$ cat src/rtl/disp_scan_8x7seg.sv
`default_nettype none
// ============================================================================
// Module  : disp_scan_8x7seg
// Brief   : Time-multiplexed N-digit 7-segment scanner with anode dead time
//           and frame-synchronous double-buffered display data.
// Revision: 1.0
// ============================================================================
module disp_scan_8x7seg #(
    parameter int N_DIG       = 8,
    parameter int DEAD_CYC    = 4,
    parameter int AN_ACT_LOW  = 1,
    parameter int SEG_ACT_LOW = 1
) (
    input  logic                 CLK,
    input  logic                 RST_N,
    input  logic                 DISP_CE,
    input  logic                 LOAD,
    input  logic [4*N_DIG-1:0]   DATA,
    input  logic [N_DIG-1:0]     DP,
    input  logic [N_DIG-1:0]     DIG_EN,
    output logic [N_DIG-1:0]     AN,
    output logic [6:0]           SEG,
    output logic                 SEG_DP,
    output logic                 FRAME_DONE,
    output logic                 PENDING
);

    localparam int                 c_idx_w    = $clog2(N_DIG);
    localparam logic [c_idx_w-1:0] c_idx_last = c_idx_w'(N_DIG - 1);
    localparam logic [c_idx_w-1:0] c_idx_one  = c_idx_w'(1);
    localparam logic [7:0]         c_dead     = 8'(DEAD_CYC);
    localparam logic               c_an_off   = (AN_ACT_LOW != 0);
    localparam logic               c_seg_off  = (SEG_ACT_LOW != 0);

    typedef enum logic [0:0] {
        ST_BLANK = 1'b0,
        ST_SHOW  = 1'b1
    } state_t;

    state_t               r_state, w_state_nxt;
    logic [c_idx_w-1:0]   r_idx, w_idx_nxt;
    logic [7:0]           r_cnt, w_cnt_nxt;
    logic [4*N_DIG-1:0]   r_sh_data, r_act_data, w_act_data_nxt;
    logic [N_DIG-1:0]     r_sh_dp, r_act_dp, w_act_dp_nxt;
    logic [N_DIG-1:0]     r_sh_en, r_act_en, w_act_en_nxt;
    logic                 r_pending, w_pending_nxt;
    logic                 r_frame_done;
    logic [N_DIG-1:0]     r_an, w_an_nxt;
    logic [6:0]           r_seg, w_seg_nxt;
    logic                 r_seg_dp, w_seg_dp_nxt;
    logic                 w_wrap;
    logic                 w_xfer;
    logic [3:0]           w_nib;

    // Active-high gfedcba segment pattern for one hex nibble.
    function automatic logic [6:0] hexdec(input logic [3:0] nib);
        logic [6:0] seg;
        case (nib)
            4'h0: seg = 7'h3F;
            4'h1: seg = 7'h06;
            4'h2: seg = 7'h5B;
            4'h3: seg = 7'h4F;
            4'h4: seg = 7'h66;
            4'h5: seg = 7'h6D;
            4'h6: seg = 7'h7D;
            4'h7: seg = 7'h07;
            4'h8: seg = 7'h7F;
            4'h9: seg = 7'h6F;
            4'hA: seg = 7'h77;
            4'hB: seg = 7'h7C;
            4'hC: seg = 7'h39;
            4'hD: seg = 7'h5E;
            4'hE: seg = 7'h79;
            default: seg = 7'h71;
        endcase
        return seg;
    endfunction

    always_comb begin
        w_state_nxt    = r_state;
        w_idx_nxt      = r_idx;
        w_cnt_nxt      = r_cnt;
        w_wrap         = DISP_CE && (r_idx == c_idx_last);
        w_xfer         = w_wrap && r_pending;
        w_act_data_nxt = w_xfer ? r_sh_data : r_act_data;
        w_act_dp_nxt   = w_xfer ? r_sh_dp   : r_act_dp;
        w_act_en_nxt   = w_xfer ? r_sh_en   : r_act_en;
        w_pending_nxt  = LOAD ? 1'b1 : (w_wrap ? 1'b0 : r_pending);

        if (DISP_CE) begin
            w_idx_nxt   = w_wrap ? '0 : r_idx + c_idx_one;
            w_cnt_nxt   = c_dead;
            w_state_nxt = (c_dead == 8'd0) ? ST_SHOW : ST_BLANK;
        end else if (r_state == ST_BLANK) begin
            // Leave BLANK on the cycle the counter would reach zero so the
            // anode lights exactly DEAD_CYC cycles after the blanking edge.
            if (r_cnt <= 8'd1) begin
                w_state_nxt = ST_SHOW;
            end
            w_cnt_nxt = (r_cnt == 8'd0) ? 8'd0 : r_cnt - 8'd1;
        end

        // Outputs are derived from next-state values, so they are registered
        // without adding a cycle of latency.
        w_nib        = w_act_data_nxt[{w_idx_nxt, 2'b00} +: 4];
        w_an_nxt     = {N_DIG{c_an_off}};
        w_seg_nxt    = {7{c_seg_off}};
        w_seg_dp_nxt = c_seg_off;
        if (w_state_nxt == ST_SHOW) begin
            if (w_act_en_nxt[w_idx_nxt]) begin
                w_an_nxt[w_idx_nxt] = ~c_an_off;
            end
            w_seg_nxt    = hexdec(w_nib) ^ {7{c_seg_off}};
            w_seg_dp_nxt = w_act_dp_nxt[w_idx_nxt] ^ c_seg_off;
        end
    end

    always_ff @(posedge CLK or negedge RST_N) begin
        if (!RST_N) begin
            r_state      <= ST_BLANK;
            r_idx        <= '0;
            r_cnt        <= c_dead;
            r_sh_data    <= '0;
            r_sh_dp      <= '0;
            r_sh_en      <= '0;
            r_act_data   <= '0;
            r_act_dp     <= '0;
            r_act_en     <= '0;
            r_pending    <= 1'b0;
            r_frame_done <= 1'b0;
            r_an         <= {N_DIG{c_an_off}};
            r_seg        <= {7{c_seg_off}};
            r_seg_dp     <= c_seg_off;
        end else begin
            r_state      <= w_state_nxt;
            r_idx        <= w_idx_nxt;
            r_cnt        <= w_cnt_nxt;
            if (LOAD) begin
                r_sh_data <= DATA;
                r_sh_dp   <= DP;
                r_sh_en   <= DIG_EN;
            end
            r_act_data   <= w_act_data_nxt;
            r_act_dp     <= w_act_dp_nxt;
            r_act_en     <= w_act_en_nxt;
            r_pending    <= w_pending_nxt;
            r_frame_done <= w_wrap;
            r_an         <= w_an_nxt;
            r_seg        <= w_seg_nxt;
            r_seg_dp     <= w_seg_dp_nxt;
        end
    end

    assign AN         = r_an;
    assign SEG        = r_seg;
    assign SEG_DP     = r_seg_dp;
    assign FRAME_DONE = r_frame_done;
    assign PENDING    = r_pending;

endmodule
`default_nettype wire

$ cat config.mk
export PLATFORM = sky130hd
export DESIGN_NAME = disp_scan_8x7seg
export DESIGN_NICKNAME = d
export VERILOG_FILES = /design/src/rtl/disp_scan_8x7seg.sv
export SDC_FILE = /design/constraint.sdc
export NUM_CORES = 1
export LEC_CHECK = 0
export CAP_MARGIN = 0
export CORE_MARGIN = 1
export CORE_UTILIZATION = 45
export CTS_BUF_LIST = sky130_fd_sc_hd__clkbuf_8
export CTS_CLUSTER_DIAMETER = 30
export DETAILED_ROUTE_END_ITERATION = 8
export PLACE_DENSITY = 0.73
export REMOVE_ABC_BUFFERS = 1
export SYNTH_ARGS = -nofsm -noshare
export SYNTH_HDL_FRONTEND = slang
export SYNTH_SLANG_ARGS = --single-unit
$ cat constraint.sdc
create_clock -name CLK -period 4.05 [get_ports CLK]
set_input_delay 0.81 -clock CLK [delete_from_list [all_inputs] [get_ports CLK]]
set_output_delay 0.81 -clock CLK [all_outputs]
set_load 0.01 [all_outputs]
==> results.yml, run 1 <==
route:
  drtIter0Drc: 168
  wirelength_mm: 11.3
  postRouteAntennaNets: 0
  wl_per_cell_um: 16.8
  drc: 0
  viasPerCell: 5.28
  firstDrtPassIters: 4
  vias: 3560
floorplan:
  die_h_um: 114
  die-area_um2: 13000
  coreArea_um2: 12100
  rows: 40
  pin_count: 70
  die-width_um: 114
  start_util_pct: 46.7
global_routing:
  first_global_vias: 3720
  grt_start_max_net_pins: 81
  track_usage_pct: 19.1
  antenna_found_initial: 0
  grt_pass1_wl_mm: 18.7
  gr-total-overflow: 0
timing:
  worst_pin_slew_ns: 1.12
  fin_skew_ns: 0.00839
  setup_tns_ns: 0
  finalCriticalPeriod_ns: 3.76
  finalMaxSlewViolations: 0
  fmax_mhz: 266
  hold_viol: 0
  setup_viol: 0
  relSlewSlack_pct: 25.1
  hold_ws_ns: 0.481
  post-route-period-util_pct: 92.8
  rsz0062_at_grt: "false"
yosys:
  yosys.area.top_type: "dfrtp_1"
  synth_ff_type: "dfrtp_1"
  synth_edf_count: 0
  yosysSeqAreaShare_pct: 56.1
  synth-seq-cells: 126
  syn_area_um2: 5660
  ys_warn_count: 0
  synth_common_cells: "109 x dfrtp_1, 87 x mux2_2, 17 x dfstp_2"
  avgSynthCellArea_um2: 13.8
  async_reset_ff_share_pct: 100
  synth_cell_types: 65
  synth_cells: 411
  yosysTopAreaCellShare_pct: 48.2
  synth.area.top_cells: "dfrtp_1 48%, mux2_2 17%, dfstp_2 7.9%"
  synth.most_common_cell: "dfrtp_1"
setup_path:
  setup.worst_path.end: "SEG[3]"
  r2r_start: "r_idx[1]"
  crit_top_cell: "ha_1"
  critical_path.cell_chain: "ha_1 -> ha_1 -> nand3_4 -> mux2_2 -> a22oi_1 -> nor3b_1 -> a41oi_1 -> inv_1 -> ha_1 -> nor3_1 -> a21oi_1 -> a31oi_1"
  critPathMaxStageDelay_ns: 0.52
  critPathSlowestCell: "ha_1"
  critPathLaunchType: "register"
  rrSetupSlack_ns: 0.29
  worst_ep_arrival_time_ns: 4.12
  worstRegToRegCells: 12
  crit_start: "r_idx[1]"
  reg2reg_to: "SEG[3]"
  cp.required_ns: 4.41
  cp-end-kind: "register"
  crit_type: "register to register"
  critPathMaxFanout: 21
clocking:
  hold_buffers: 0
  clockBufferDepth: 2
  tritoncts: "done"
  path_clk_slew_ns: 0.07
  htree_levels: 4
  clock-root-buffer: "clkbuf_8"
  cts_resized: 0
  postCtsSetupBuffers: 0
  clock-sinks: 126
  cts_buffers: 17
  clock_latency_ns: 0.44
finish:
  layout-drive-gt1-share_pct: 34.2
  diodes: 0
  multi_input_area_um2: 2310
  areaGrowthSynthToFinish_pct: 23.5
  register_area_um2: 3170
  layout.nets: 555
  final_util_pct: 57.7
  n_fill_cell: 1001
hold_path:
  hold_path.class: "register to register"
  hold_depth: 1
  hold_start: "r_act_data[7]"
pwr:
  p_leak_uw: 0.00302
  power.total_uw: 5270
  ir_worst_vdd_uv: 392
  powerDensity_nw_per_um2: 755
flow_run:
  max_cap_viol_count: 0
placed_design:
  port_buffers: 69
  place_congestion: 0.815
  dp_hpwl_mm: 7.90
run_status:
  status: "complete, no violations"
==> cells by family after synthesis <==
| kind of cell | share of synthesized area [%] |
|---|---|
| AOI/OAI and AO/OA | 9.34 |
| adders and majority gates | 2.21 |
| DFF | 56.1 |
| and+or+nand+nor | 9.16 |
| xor gates and xnor gates | 0.310 |
| buffers and inverters | 3.03 |
| muxes | 19.8 |
==> registers in the layout, summed over array words and instances, names as in the netlist <==
| signal | flops |
|---|---|
| r_act_data | 32 |
| r_act_en | 8 |
| r_sh_dp | 8 |
| PENDING | 1 |
| r_act_dp | 8 |
| SEG | 7 |
| r_state | 1 |
| r_sh_en | 8 |
| SEG_DP | 1 |
| r_idx | 3 |
| r_cnt | 8 |
| AN | 8 |
| r_sh_data | 32 |
| FRAME_DONE | 1 |
==> critical path: cells and delay by family, from the launching register on <==
kind | cells | cell delay (ns)
adders and majority gates | 3 | 1.06
and+or+nand+nor | 3 | 0.79
buffers and inverters | 1 | 0.17
AOI/OAI and AO/OA | 4 | 0.76
DFF | 1 | 0.50
muxes | 1 | 0.37
==> worst min-delay path by stage <==
stage                     end  slack, ns
3_3_place_gp    r_act_data[7]       0.47
5_1_grt        r_act_data[11]       0.50
2_1_floorplan  r_act_data[11]       0.45
3_5_place_dp   r_act_data[23]       0.47
4_1_cts         r_act_data[7]       0.49
6_report        r_act_data[7]       0.48
==> metal layers <==
layer / vias to the layer above / GRT usage, % / part of all wire (%)
li1: 1674 / - / -
met1: 1811 / 25.0 / 46
met2: 66 / 30.7 / 50
met3: 9 / 5.19 / 3.8
met4: 0 / 6.93 / 0.92
met5: - / 0 / 0
==> cell usage in the layout, fill, tap and decap left out, types with 8 or more instances in the layout <==
cell             netlist  layout
nor3_1                 9       9
clkdlybuf4s50_1        0      67
a21oi_1                9       9
dfstp_2               17      17
clkbuf_8               0      23
dfrtp_1              109     109
ha_1                  10      10
a221o_1                8       8
nand2_1               15      15
buf_4                  1      11
mux2_2                87      87
inv_1                 13      17
nor2_1                15      15
==> power breakdown <==
part / internal, uW / leakage, uW / switching, uW
Clock: 761 / 0.000247 / 465
Sequential: 1640 / 0.00149 / 172
Combinational: 1020 / 0.00128 / 1210
==> through the flow <==
step	std cells	cell area [um^2]	worst slack, ns
after floorplan	394	5540	0.411
after detailed placement	642	6530	0.120
after CTS	674	6980	0.310
final	674	6980	0.290
after global placement	642	6530	0.286
after global routing	674	6980	0.0137
==> area by class of cell <==
| type | count | share of cell area [%] |
|---|---|---|
| timing repair buffer | 80 | 11.1 |
| clock inverter | 9 | 2.01 |
| inverter | 14 | 0.788 |
| clock buffer | 23 | 4.53 |
| sequential | 126 | 45.4 |
| tap | 168 | 3.01 |
| multi-input combinational | 254 | 33.1 |
(Power assumes the default switching activity.)
==> run 2, diff against run 1 <==
- SLEW_MARGIN: not set -> 20
==> run 2 against run 1 <==
  * Sequential power about the same
  * Via count about the same
  * Clock power about the same
  * Combinational power about the same
  * Flip-flop and latch count unchanged
  * Register-to-register slack about the same
  * Fmax about the same
  * Global-route usage unchanged
  * Non-clock buffer count unchanged
  * Critical endpoint unchanged
==> results.yml, run 2 (synthesized netlist as in run 1, its figures left out) <==
run_status:
  status: "complete, no violations"
route:
  drtIter0Drc: 168
  vias: 3562
  drc: 0
  wirelength_mm: 11.3
  wl_per_cell_um: 16.8
  viasPerCell: 5.28
  postRouteAntennaNets: 0
  firstDrtPassIters: 4
finish:
  final_common_cell: "dfrtp_1"
  final_cell_mix: "109 x dfrtp_1, 87 x mux2_2, 67 x clkdlybuf4s50_1"
  areaGrowthSynthToFinish_pct: 23.6
  fin_area_um2: 6990
  top_regs: "r_act_data x32, r_sh_data x32"
  diodes: 0
  layout-drive-gt1-share_pct: 34.2
  layout.nets: 555
global_routing:
  gr-total-overflow: 0
  grt_pass1_wl_mm: 18.7
  first_global_vias: 3720
  grt_start_max_net_pins: 81
  track_usage_pct: 19.1
  antenna_found_initial: 0
setup_path:
  crit_start: "r_idx[1]"
  crit_type: "register to register"
  cp.required_ns: 4.41
  r2r_start: "r_idx[1]"
  rrSetupSlack_ns: 0.29
  critPathLaunchType: "register"
  worstRegToRegCells: 12
  worst_ep_arrival_time_ns: 4.12
  cp-end-kind: "register"
  reg2reg_to: "SEG[3]"
  critPathMaxFanout: 21
pwr:
  powerDensity_nw_per_um2: 754
  ir_worst_vdd_uv: 392
  p_leak_uw: 0.00302
  power.total_uw: 5270
timing:
  rsz0062_at_grt: "false"
  finalMaxSlewViolations: 0
  setup_tns_ns: 0
  fin_skew_ns: 0.00839
  hold_viol: 0
  setup_viol: 0
  relSlewSlack_pct: 49.1
  worst_pin_slew_ns: 0.762
  finalCriticalPeriod_ns: 3.76
  post-route-period-util_pct: 92.8
  setup_slack_ns: 0.290
  fmax_mhz: 266
clocking:
  clock_latency_ns: 0.44
  clock-sinks: 126
  tritoncts: "done"
  cts_buffers: 17
  cts_resized: 0
  postCtsSetupBuffers: 0
  path_clk_slew_ns: 0.07
  htree_levels: 4
  hold_buffers: 0
  clock-root-buffer: "clkbuf_8"
  clockBufferDepth: 2
floorplan:
  die_h_um: 114
  pin_count: 70
  die-area_um2: 13000
  coreArea_um2: 12100
  die-width_um: 114
  start_util_pct: 46.7
  rows: 40
placed_design:
  dpl_cell_area_um2: 6530
  place_ws_ns: 0.120
  place_congestion: 0.815
  dp_hpwl_mm: 7.90
  port_buffers: 69
flow_run:
  max_cap_viol_count: 0
hold_path:
  hold_path.class: "input pin to async pin"
[run 2: worst max-delay path by stage]
stage | end | slack, ns
floorplan | SEG[5] | 0.41
global placement | SEG[3] | 0.29
detailed placement | SEG[3] | 0.12
CTS | SEG[3] | 0.31
global route | SEG[3] | 0.01
finish | SEG[3] | 0.29
[run 2: power by group]
| part | total [uW] | internal, uW | switching [uW] |
|---|---|---|---|
| clock network | 1230 | 761 | 465 |
| registers | 1810 | 1640 | 172 |
| logic | 2240 | 1020 | 1210 |
[run 2: worst max-delay path, cell delays in order, from the launching register on]
cell	delay (ns)
dfrtp_1	0.50
ha_1	0.21
ha_1	0.52
nand3_4	0.43
mux2_2	0.37
a22oi_1	0.08
nor3b_1	0.16
a41oi_1	0.45
inv_1	0.17
ha_1	0.33
nor3_1	0.20
a21oi_1	0.06
a31oi_1	0.17
[run 2: layout make-up]
cell class	count	area, um^2
fill	999	5120
sequential	126	3170
multi-input combinational	254	2310
timing repair buffer	80	785
clock buffer	23	317
tap	168	210
clock inverter	9	140
inverter	14	55.1
[run 2: per-layer routing]
layer  vias to the layer above  GRT usage [%]  wire length (um)
met5                         -              0                 0
met4                         0           6.93               104
met3                         9           5.19               426
met2                        66           30.7              5600
met1                      1814           25.0              5180
li1                       1673              -                 -
[run 2: through the flow]
stage                     instances  util, %  hold WS (ns)
after floorplan                 394        -         0.450
after global placement          642     53.9         0.467
after detailed placement        642     53.9         0.472
after CTS                       674     57.7         0.487
after global routing            674     57.7         0.434
final                           674     57.7         0.387
==> run 3, diff against run 2 <==
- PLACE_DENSITY: 0.73 -> not set
- PLACE_DENSITY_LB_ADDON: not set -> 0.12
==> run 3 against run 2 <==
  * Final cell count is 0.15% lower
  * Global-route usage is 0.17 points higher
  * Non-clock buffer count decreased by 1
  * Wire length decreased by 1.2%
  * Critical endpoint unchanged
  * Count of clock-buffer cells in the layout fell by 5
  * Flip-flop and latch count unchanged
  * Die area stayed put
==> results.yml, run 3 (synthesized netlist as in run 1, its figures left out) <==
route:
  drtIter0Drc: 115
  vias: 3565
  firstDrtPassIters: 4
  postRouteAntennaNets: 0
  drc: 0
  wl_per_cell_um: 16.6
  viasPerCell: 5.30
  wirelength_mm: 11.2
clocking:
  cts_buffers: 17
  clockBufferDepth: 2
  htree_levels: 4
  cts_resized: 0
  clock_latency_ns: 0.45
  clock-root-buffer: "clkbuf_8"
  hold_buffers: 0
  clock-sinks: 126
  tritoncts: "done"
  postCtsSetupBuffers: 0
  path_clk_slew_ns: 0.08
pwr:
  power_frac_comb_pct: 43.2
  power.switching_uw: 1910
  ir_worst_vdd_uv: 331
  seqPwrFrac_pct: 34.8
  clockPowerShare_pct: 22.0
  powerDensity_nw_per_um2: 747
  power.total_uw: 5180
  internal-power_uw: 3270
  p_leak_uw: 0.00297
  swShare_pct: 37.0
finish:
  final_common_cell: "dfrtp_1"
  layout.nets: 554
  diodes: 0
  final_util_pct: 57.3
  final_cell_mix: "109 x dfrtp_1, 87 x mux2_2, 67 x clkdlybuf4s50_1"
  top_regs: "r_act_data x32, r_sh_data x32"
  fin_cells: 673
  layout-drive-gt1-share_pct: 34.9
  areaGrowthSynthToFinish_pct: 22.7
timing:
  setup_tns_ns: 0
  finalMaxSlewViolations: 0
  hold_viol: 0
  worst_pin_slew_ns: 0.710
  setup_viol: 0
  post-route-period-util_pct: 90.6
  fmax_mhz: 273
  rsz0062_at_grt: "false"
  setup_slack_ns: 0.382
  relSlewSlack_pct: 52.6
  fin_skew_ns: 0.00852
  finalCriticalPeriod_ns: 3.67
placed_design:
  dp_hpwl_mm: 7.65
  dp_cells: 641
  port_buffers: 69
  place_congestion: 0.792
  place_ws_ns: -0.0204
setup_path:
  crit_buf_inv: 3
  cp.required_ns: 4.42
  critPathMaxStageDelay_ns: 0.59
  cp-end-kind: "register"
  critPathSlowestCell: "clkdlybuf4s50_1"
  critPathLaunchType: "input pin"
  crit_type: "input pin to register"
  worst_ep_arrival_time_ns: 4.04
  critPathTopFamily: "buffers and inverters"
  critical_path.cell_chain: "clkdlybuf4s50_1 -> buf_4 -> or3b_1 -> nand2_4 -> a22o_1 -> nor4bb_1 -> a41oi_1 -> inv_1 -> ha_1 -> nor3_1 -> a21oi_1 -> a31oi_1"
  critPathMaxFanout: 11
global_routing:
  antenna_found_initial: 0
  grt_pass1_wl_mm: 18.8
  grt_start_max_net_pins: 91
  gr-total-overflow: 0
  first_global_vias: 3614
  track_usage_pct: 19.3
floorplan:
  die-width_um: 114
  die_h_um: 114
  rows: 40
  pin_count: 70
  die-area_um2: 13000
  coreArea_um2: 12100
  start_util_pct: 46.7
flow_run:
  max_cap_viol_count: 0
run_status:
  status: "complete, no violations"
hold_path:
  hold_path.class: "input pin to async pin"
## run 3: changes by cell type in the layout (fill, tap and decap cells not counted), sizes merged
cell and delta:
clkinv +6, clkbuf -5, clkinvlp +3, inv -3, buf -1, bufinv -1
## run 3: path summary, 6_finish.rpt
path                            slack, ns  cells after the start       endpoint          start
worst max-delay path                 0.38                     12         SEG[3]        DISP_CE
worst min-delay path                 0.32                      1       r_cnt[5]          RST_N
worst max register to register       0.42                     13         SEG[3]       r_idx[1]
worst min register to register       0.48                      1  r_act_data[7]  r_act_data[7]
max in group asynchronous            2.87                      2          AN[5]          RST_N
min in group CLK                     0.48                      1  r_act_data[7]  r_act_data[7]
## run 3: power by group through the flow
stage | sequential [uW] | clock [uW] | combinational [uW]
floorplan | 1800 | 0 | 1630
global placement | 1820 | 0 | 2170
detailed placement | 1830 | 0 | 2220
CTS | 1810 | 1170 | 2240
global route | 1850 | 1230 | 2450
finish | 1800 | 1140 | 2240
## run 3: area by class of cell
class / instances / area [um^2]
fillers: 1074 / 5170
flip-flops and latches: 126 / 3170
multi-input cells: 254 / 2310
repair buffers: 79 / 773
clock buffers: 18 / 248
well taps: 168 / 210
clock inverters: 14 / 168
inverters: 14 / 55.1
## run 3: per-stage QoR
step	area, um^2	hold WS [ns]
after floorplan	5540	0.450
after global routing	6940	0.342
after global placement	6520	0.470
after CTS	6940	0.313
after detailed placement	6520	0.467
final	6940	0.318
## run 3: metal layers
layer	track usage [%]	vias to the layer above	wire length [um]
met2	30.3	73	5240
li1	-	1666	-
met1	25.1	1810	5250
met5	0	-	0
met3	5.93	16	519
met4	7.62	0	171
